===== src/rtl/arm_ir_pipeline_pkg.sv =====
// Shared ARM instruction-pipeline definitions: prefetch FIFO defaults,
// slot field widths and the slot record carried by FIFO entries, IR1 and IR2.
package arm_ir_pipeline_pkg;

   localparam int          DEPTH_DEFAULT       = 2;
   localparam logic [31:0] BUBBLE_WORD_DEFAULT = 32'h0000_0000;

   localparam int WORD_W = 32;
   localparam int SLOT_W = WORD_W + 2;   // word + valid + pabort

   typedef struct packed {
      logic [WORD_W-1:0] word;
      logic              valid;
      logic              pabort;
   } slot_t;

   // An empty slot: carries the bubble word, never valid, never aborted.
   function automatic slot_t make_bubble(input logic [WORD_W-1:0] bubble_word);
      slot_t s;
      s.word   = bubble_word;
      s.valid  = 1'b0;
      s.pabort = 1'b0;
      return s;
   endfunction

endpackage


===== src/rtl/arm_prefetch_fifo.sv =====
// Prefetch FIFO for opcode words.
// Ports:
//   sysclk, RESET      : clock, asynchronous active-high reset
//   flush              : empties the FIFO and clears the overflow flag
//   push, push_slot    : write request and slot {word, valid, pabort}
//   pop                : remove the head entry (ignored when empty)
//   head               : head slot, or a bubble when empty
//   empty, full        : occupancy decodes (registered count only)
//   overflow           : sticky, a push arrived while full with no pop
module arm_prefetch_fifo
   import arm_ir_pipeline_pkg::*;
#(
   parameter int          DEPTH       = DEPTH_DEFAULT,
   parameter logic [31:0] BUBBLE_WORD = BUBBLE_WORD_DEFAULT
) (
   input  logic              sysclk,
   input  logic              RESET,
   input  logic              flush,
   input  logic              push,
   input  logic [SLOT_W-1:0] push_slot,
   input  logic              pop,
   output logic [SLOT_W-1:0] head,
   output logic              empty,
   output logic              full,
   output logic              overflow
);

   localparam int PW = (DEPTH > 1) ? $clog2(DEPTH) : 1;
   localparam int CW = $clog2(DEPTH + 1);

   logic [SLOT_W-1:0] mem [DEPTH];
   logic [PW-1:0]     rd_ptr;
   logic [PW-1:0]     wr_ptr;
   logic [CW-1:0]     count;
   logic              do_pop;
   logic              do_push;

   function automatic logic [PW-1:0] ptr_inc(input logic [PW-1:0] p);
      return (p == PW'(DEPTH - 1)) ? '0 : p + PW'(1);
   endfunction

   assign empty   = (count == '0);
   assign full    = (count == CW'(DEPTH));
   assign do_pop  = pop && !empty;
   // A pop in the same cycle frees the slot, so a full FIFO can still accept.
   assign do_push = push && (!full || do_pop);
   assign head    = empty ? SLOT_W'(make_bubble(BUBBLE_WORD)) : mem[rd_ptr];

   always_ff @(posedge sysclk or posedge RESET) begin
      if (RESET) begin
         rd_ptr   <= '0;
         wr_ptr   <= '0;
         count    <= '0;
         overflow <= 1'b0;
      end else if (flush) begin
         rd_ptr   <= '0;
         wr_ptr   <= '0;
         count    <= '0;
         overflow <= 1'b0;
      end else begin
         if (do_push) wr_ptr <= ptr_inc(wr_ptr);
         if (do_pop)  rd_ptr <= ptr_inc(rd_ptr);
         case ({do_push, do_pop})
            2'b10:   count <= count + CW'(1);
            2'b01:   count <= count - CW'(1);
            default: count <= count;
         endcase
         if (push && !do_push) overflow <= 1'b1;
      end
   end

   // Storage needs no reset: head is masked to a bubble while empty.
   always_ff @(posedge sysclk) begin
      if (do_push && !flush) mem[wr_ptr] <= push_slot;
   end

endmodule


===== src/rtl/arm_ir_pipeline.sv =====
// Instruction prefetch and IR1/IR2 decode registers ahead of armcontroller.
// Ports:
//   sysclk, RESET        : clock, asynchronous active-high reset
//   DIN, IFETCH_Done     : opcode word and its completion strobe
//   ABORT                : prefetch abort attached to the fetched word
//   nSTALL               : 0 freezes IR1/IR2
//   ir1_zero, ir2_zero   : force a bubble into IR1 / IR2
//   ld_ir2_mult          : capture ir2_bus into ir2_mult_bus
//   Flush                : empty FIFO, IR1 and IR2
//   ir2_bus, ir2_mult_bus, ir1_valid, ir2_valid, ir2_pabort : pipeline state
//   Fetch_Hold           : FIFO full, memory must not start a new fetch
//   Fetch_Overflow       : sticky, a fetch was dropped because FIFO was full
//
// Handshake: IFETCH_Done is a single-cycle valid with no ready; the word is
// accepted on that edge unless the FIFO is full. Fetch_Hold is the only
// back-pressure and memory is expected to honour it before starting a fetch.
module arm_ir_pipeline
   import arm_ir_pipeline_pkg::*;
#(
   parameter int          DEPTH       = DEPTH_DEFAULT,
   parameter logic [31:0] BUBBLE_WORD = BUBBLE_WORD_DEFAULT
) (
   input  logic        sysclk,
   input  logic        RESET,
   input  logic [31:0] DIN,
   input  logic        IFETCH_Done,
   input  logic        ABORT,
   input  logic        nSTALL,
   input  logic        ir1_zero,
   input  logic        ir2_zero,
   input  logic        ld_ir2_mult,
   input  logic        Flush,
   output logic [31:0] ir2_bus,
   output logic [31:0] ir2_mult_bus,
   output logic        ir1_valid,
   output logic        ir2_valid,
   output logic        ir2_pabort,
   output logic        Fetch_Hold,
   output logic        Fetch_Overflow
);

   slot_t             ir1;
   slot_t             ir2;
   slot_t             ir1_next;
   slot_t             ir2_next;
   slot_t             din_slot;
   slot_t             bubble;
   logic [SLOT_W-1:0] fifo_head;
   logic              fifo_empty;
   logic              fifo_full;
   logic              fifo_pop;
   logic              fifo_push;
   logic              bypass;

   assign bubble   = make_bubble(BUBBLE_WORD);
   assign din_slot = '{word: DIN, valid: 1'b1, pabort: ABORT};

   // The FIFO always feeds IR1 ahead of DIN so program order is kept;
   // DIN goes straight to IR1 only when nothing is buffered.
   assign fifo_pop  = nSTALL && !fifo_empty && !Flush;
   assign bypass    = nSTALL && fifo_empty && IFETCH_Done;
   assign fifo_push = IFETCH_Done && !bypass && !Flush;

   arm_prefetch_fifo #(
      .DEPTH       (DEPTH),
      .BUBBLE_WORD (BUBBLE_WORD)
   ) u_fifo (
      .sysclk    (sysclk),
      .RESET     (RESET),
      .flush     (Flush),
      .push      (fifo_push),
      .push_slot (din_slot),
      .pop       (fifo_pop),
      .head      (fifo_head),
      .empty     (fifo_empty),
      .full      (fifo_full),
      .overflow  (Fetch_Overflow)
   );

   always_comb begin
      ir1_next = ir1;
      ir2_next = ir2;
      if (Flush) begin
         ir1_next = bubble;
         ir2_next = bubble;
      end else if (nSTALL) begin
         ir2_next = ir2_zero ? bubble : ir1;
         // The popped or bypassed word is consumed even when ir1_zero drops it.
         if (ir1_zero)          ir1_next = bubble;
         else if (!fifo_empty)  ir1_next = slot_t'(fifo_head);
         else if (IFETCH_Done)  ir1_next = din_slot;
         else                   ir1_next = bubble;
      end else begin
         if (ir1_zero) ir1_next = bubble;
         if (ir2_zero) ir2_next = bubble;
      end
   end

   always_ff @(posedge sysclk or posedge RESET) begin
      if (RESET) begin
         ir1          <= bubble;
         ir2          <= bubble;
         ir2_mult_bus <= '0;
      end else begin
         ir1 <= ir1_next;
         ir2 <= ir2_next;
         if (ld_ir2_mult) ir2_mult_bus <= ir2.word;
      end
   end

   assign ir2_bus    = ir2.word;
   assign ir2_valid  = ir2.valid;
   assign ir2_pabort = ir2.pabort;
   assign ir1_valid  = ir1.valid;
   assign Fetch_Hold = fifo_full;

endmodule


===== config.mk =====
export PLATFORM = sky130hd
export DESIGN_NAME = arm_ir_pipeline
export DESIGN_NICKNAME = d
export VERILOG_FILES = /design/src/rtl/arm_ir_pipeline_pkg.sv /design/src/rtl/arm_prefetch_fifo.sv /design/src/rtl/arm_ir_pipeline.sv
export SDC_FILE = /design/constraint.sdc
export NUM_CORES = 1
export LEC_CHECK = 0
export CAP_MARGIN = 20
export CORE_AREA = 2 2 174 108
export DETAILED_ROUTE_END_ITERATION = 10
export DIE_AREA = 0 0 176 110
export PLACE_DENSITY_LB_ADDON = 0.12
export SYNTH_ARGS = -nofsm -noshare
export SYNTH_HDL_FRONTEND = slang
export SYNTH_SLANG_ARGS = --single-unit
export TNS_END_PERCENT = 30

===== constraint.sdc =====
create_clock -name sysclk -period 5.3 [get_ports sysclk]
set_input_delay 0.795 -clock sysclk [delete_from_list [all_inputs] [get_ports sysclk]]
set_output_delay 0.795 -clock sysclk [all_outputs]
set_load 0.02 [all_outputs]

Word-level counts from Yosys, hierarchy flattened
Memory sizes are Yosys's and may differ from the RTL's.
Cells that the tools add are included.
{ "classes": {"addsub": 4, "mul": 0, "n_div": 0, "order_cmp": 0, "n_eq_ne": 3, "shifts": 0, "muxes": 22, "bitwise": 0, "n_reduce_logical": 23} }
{ "op_table": {"columns": ["op", "count"], "rows": [
  ["$mux 34", 10],
  ["$logic_and 1x1->1", 10],
  ["$mux 1", 10],
  ["$reduce_bool 3->1", 3],
  ["$reduce_bool 2->1", 3],
  ["$logic_not 1->1", 5],
  ["$eq 2x2->1 const B", 2],
  ["$pmux 2 s2", 1],
  ["$add 1x1->1 const B", 2],
  ["$add 2x1->2 const B", 1],
  ["$eq 2x1->1 const B", 1],
  ["$logic_not 2->1", 1],
  ["$mux 2", 1],
  ["$sub 2x1->2 const B", 1],
  ["$logic_or 1x1->1", 1]
]} }
{ "totals": {"regBits": 105, "latchBits": 0, "mem_bits_rw": 66, "mem_bits_ro": 0, "in_bits": 41, "out_inout_bits": 69, "wordCells": 64, "memories": 1} }
{ "mem_list": {"columns": ["memory", "depth", "word_bits", "rd", "rd_clocked_by_memory_dff", "wr", "line_no", "text"], "rows": [
  ["u_fifo.mem", 2, 33, 1, 0, 1, "arm_prefetch_fifo.sv:31", "logic [SLOT_W-1:0] mem [DEPTH];"]
]} }

Depth between registers and ports, before layout
{ "depth": {"ltp_word": 11, "mapped_depth": 6, "mapped_depth_nobuf": 3} }

Hierarchy
Synthesis repeated with hierarchy kept, for this count alone.
{ "unflattened": {"hier_cells": 481, "area_unflattened_um2": 6825.3} }
{ "modules_own_cells": {"columns": ["mod", "instances", "cells_each", "area_each_um2", "seq_area_each_um2"], "rows": [
  ["arm_ir_pipeline", 1, 305, 3937.5, 2502.4],
  ["arm_prefetch_fifo", 1, 176, 2887.8, 2167.1]
]} }

Least setup slack after synthesis
OpenSTA, ideal clock, no wires.
{ "synth_timing": {"path_type": "input-to-reg", "startpoint": "in IFETCH_Done", "endpoint": "mem u_fifo.mem[1][0] (netlist bit), enable pin", "setup_ns": 0.471, "arrival_time_ns": 3.902, "required_ns": 4.829, "slack_ns": 0.926, "stages": 4, "n_path_buf": 2, "path_cell_list": "clkbuf_1 clkbuf_1 o21ai_0 nor3b_1"} }
{ "synth_between": {"elab_chain_cells": 8} }
{ "synth_rtl": {"columns": ["element", "line_no", "text"], "rows": [
  ["start, declared", "arm_ir_pipeline.sv:26", "input logic IFETCH_Done,"],
  ["$logic_and 1x1->1", "arm_ir_pipeline.sv:61", "assign bypass = nSTALL && fifo_empty && IFETCH_Done;"],
  ["$logic_not 1->1", "arm_ir_pipeline.sv:62", "assign fifo_push = IFETCH_Done && !bypass && !Flush;"],
  ["$logic_and 1x1->1 * (2 in a row)", "arm_ir_pipeline.sv:62", null],
  ["$logic_and 1x1->1 *", "arm_prefetch_fifo.sv:46", "assign do_push = push && (!full || do_pop);"],
  ["$logic_and 1x1->1 *", "arm_prefetch_fifo.sv:74", "if (do_push && !flush) mem[wr_ptr] <= push_slot;"],
  ["$mux 1 *", "arm_prefetch_fifo.sv:74", null],
  ["$mux 1 (not written as such) *", "arm_prefetch_fifo.sv:74", null],
  ["end, declared", "arm_prefetch_fifo.sv:31", null]
]} }
Every way passes the cells marked *; elsewhere a longest branch is shown, timed or not.

Worst setup path in the final report
{ "layout_timing": {"startpoint": "in nSTALL", "endpoint": "mem u_fifo.mem[1][8] (netlist bit), enable pin"} }
{ "layout_between": {"elab_chain_cells": 9, "word_cells_on_any_way": 13, "classes_between": "mux: 2; reduce/logical: 11"} }
{ "layout_rtl": {"columns": ["element", "line_no", "text"], "rows": [
  ["start, declared", "arm_ir_pipeline.sv:28", "input logic nSTALL,"],
  ["$logic_and 1x1->1 (2 in a row)", "arm_ir_pipeline.sv:61", null],
  ["$logic_not 1->1", "arm_ir_pipeline.sv:62", null],
  ["$logic_and 1x1->1 (2 in a row)", "arm_ir_pipeline.sv:62", null],
  ["$logic_and 1x1->1 *", "arm_prefetch_fifo.sv:46", null],
  ["$logic_and 1x1->1 *", "arm_prefetch_fifo.sv:74", null],
  ["$mux 1 *", "arm_prefetch_fifo.sv:74", null],
  ["$mux 1 (not written as such) *", "arm_prefetch_fifo.sv:74", null]
]} }
Marks and branches as above.

==> flow_metrics.env <==
export IMPL_slew_headroom_pct=27.3
export IMPL_cts_root_buf="clkbuf_16"
export IMPL_htreeDepth=4
export IMPL_num_nets_final=584
export IMPL_ys_types=33
export IMPL_tritoncts="built"
export IMPL_start_util_pct=38.5
export IMPL_die_area_um2=19400
export IMPL_cp_end_kind="register"
export IMPL_clk_pin_slew_ps=70
export IMPL_synth_area_um2=6830
export IMPL_dieHeight_um=110
export IMPL_finalCriticalPeriod_ps=2720
export IMPL_area_growth_pct=27.1
export IMPL_dp_hpwl_mm=8.91
export IMPL_fill_cells=1509
export IMPL_synth_fp_nets=482
export IMPL_overflow=0
export IMPL_tightestPinTransition_ps=1090
export IMPL_cp_startpoint="nSTALL"
export IMPL_rows=38
export IMPL_coreArea_um2=17700
export IMPL_synthFlopType="dfrtp_1"
export IMPL_yosysSeqAreaShare_pct=67.5
export IMPL_cts_sinks=171
export IMPL_yosysWarnings=0
export IMPL_hold_start="ir1[10]$_DFFE_PP0P_"
export IMPL_antenna_found_initial=0
export IMPL_p_leak_nw=3.55
export IMPL_syn_area_per_cell_um2=15.5
export IMPL_drtIter0Drc=243
export IMPL_maxSlewViolCount=0
export IMPL_crit_path_start_kind="input port"
export IMPL_hold_buffers=0
export IMPL_synth_seq_cells=171
export IMPL_cts_made_buffers=17
export IMPL_cts_buffer_depth=2
export IMPL_ios=110
export IMPL_grt_usage_pct=15.8
export IMPL_rsz0062_at_grt="no"
export IMPL_required_ps=5350
export IMPL_drt_wl_total_mm=14.5
export IMPL_post_drt_wl_per_cell_um=18.3
export IMPL_synth_cells=441
export IMPL_drtPass1Iterations=4
export IMPL_clk_latency_ps=420
export IMPL_synth_async_reset_ratio_pct=61.4
export IMPL_post_route_period_util_pct=51.4
export IMPL_setup_viol=0
export IMPL_dieWidth_um=176
export IMPL_io_buffers=109
export IMPL_timing_setup_tns_ps=0
export IMPL_timing_rr_start="u_fifo.count[1]$_DFFE_PP0P_"
export IMPL_drive_gt1_share_pct=17.1
export IMPL_ir_drop_uv=187
export IMPL_p_per_area_nw_per_um2=328
export IMPL_max_freq_ghz=0.367
export IMPL_grt_max_degree=65
export IMPL_finClkSkew_ps=15.3
export IMPL_drc=0
export IMPL_final_util_pct=48.9
export IMPL_hold_class="reg2reg"
export IMPL_n_antenna_cell=0
export IMPL_status="finished clean"
export IMPL_vias=3955
export IMPL_cts_resized=0
export IMPL_gp_congestion=0.677
export IMPL_crit_fanout=33
export IMPL_drv_cap=0
export IMPL_synth_edf_count=66
export IMPL_vias_per_cell=4.97
export IMPL_grt_pass1_wl_mm=22.8
export IMPL_hold_viol_final=0
export IMPL_antenna_left=0
export IMPL_post_cts_buffers=0
export IMPL_crit_type="in2reg"
export IMPL_worstPathArrival_ps=2770
export IMPL_grt_pass1_vias=4034
state kept, by name, indices dropped and copies added, names as in the netlist:
name	count
ir1	33
ir1_valid	1
ir2_bus	32
ir2_mult_bus	32
ir2_pabort	1
ir2_valid	1
u_fifo.count	2
u_fifo.mem	66
u_fifo.overflow	1
u_fifo.rd_ptr	1
u_fifo.wr_ptr	1
through the flow:
step | instances | setup WS (ps) | total power, mW | hold slack [ps] | cell area [um^2]
after global routing | 796 | 2470 | 2.95 | 500 | 8680
after floorplan | 441 | 926 | 1.59 | 466 | 6830
after detailed placement | 764 | 2160 | 1.67 | 478 | 8100
final | 796 | 2580 | 2.84 | 487 | 8680
after global placement | 763 | 2220 | 1.66 | 467 | 8080
after CTS | 796 | 2600 | 2.88 | 493 | 8680
where the power goes:
group | switching, mW | total, mW | internal, mW
Sequential | 0.0240 | 1.43 | 1.41
Combinational | 0.114 | 0.204 | 0.0904
Clock | 0.540 | 1.21 | 0.667
worst max-delay path, stage by stage:
cell and delay [ps]:
clkdlybuf4s50_1 670, xnor2_1 390, o21ai_0 200, nor3b_2 240, buf_4 430
area by class of cell:
class / instances / area (um^2) / share of cell area [%]
Tap cell: 240 / 300 / 3.46
Inverter: 1 / 6.26 / 0.0721
Multi-Input combinational cell: 235 / 2030 / 23.4
Clock inverter: 12 / 100 / 1.15
Sequential cell: 171 / 4610 / 53.1
Clock buffer: 20 / 479 / 5.52
Timing Repair Buffer: 117 / 1150 / 13.3
cell families after synthesis:
kind of cell | after synthesis | synth area share [%]
AOI/OAI and AO/OA | 76 | 9.78
and+or+nand+nor | 58 | 4.05
DFF | 171 | 67.5
xor gates and xnor gates | 3 | 0.385
muxes | 98 | 15.0
buffers and inverters | 35 | 3.33
synthesized netlist by cell type, types with 3 or more instances:
| master | number | area, um^2 |
|---|---|---|
| nand2_1 | 37 | 139 |
| clkbuf_1 | 10 | 37.5 |
| a22o_2 | 19 | 190 |
| buf_6 | 3 | 33.8 |
| buf_12 | 3 | 60.1 |
| a22o_1 | 48 | 420 |
| o21ai_0 | 3 | 15.0 |
| buf_2 | 17 | 85.1 |
| edfxtp_1 | 66 | 1980 |
| nor2_1 | 7 | 26.3 |
| dfrtp_1 | 105 | 2630 |
| mux2_2 | 25 | 282 |
| mux2i_1 | 66 | 661 |
| mux2_1 | 7 | 78.8 |
cell usage in the layout, fill, tap and decap left out, types with 2 or more instances in the layout:
cell type | Yosys | layout
clkdlybuf4s50_1 | 0 | 107
dfrtp_1 | 105 | 104
mux2i_1 | 66 | 66
edfxtp_1 | 66 | 66
a22o_1 | 48 | 48
nand2_1 | 37 | 37
mux2_2 | 25 | 25
a22o_2 | 19 | 19
clkbuf_16 | 0 | 19
mux2_1 | 7 | 7
nor2_1 | 7 | 7
buf_4 | 1 | 7
inv_6 | 0 | 5
clkinv_4 | 0 | 5
o21ai_0 | 3 | 3
xor2_1 | 2 | 2
nor2b_1 | 2 | 2
nor3_4 | 0 | 2
nor3b_4 | 0 | 2
a21oi_1 | 2 | 2
buf_2 | 17 | 2
metal layers:
metal	GRT usage [%]	share of wire (%)	vias to the layer above
met3	3.26	4.6	4
met2	23.7	44	103
met4	5.49	0.30	0
met1	22.9	51	2002
met5	0	0	-
li1	-	-	1846
worst paths after layout:
kind	slack (ps)	to	cells after the start
worst max-delay path	2580	u_fifo.mem[1][8]$_DFFE_PP_	5
worst min register to register	490	ir2_bus[8]$_DFFE_PP0P_	1
worst max register to register	3250	u_fifo.mem[1][8]$_DFFE_PP_	4
min in group asynchronous	870	ir2_mult_bus[4]$_DFFE_PP0P_	2
worst min-delay path	490	ir2_bus[8]$_DFFE_PP0P_	1
max in group asynchronous	3260	u_fifo.rd_ptr$_DFFE_PP0P_	3
No activity file was read; power rests on OpenSTA's default activity.
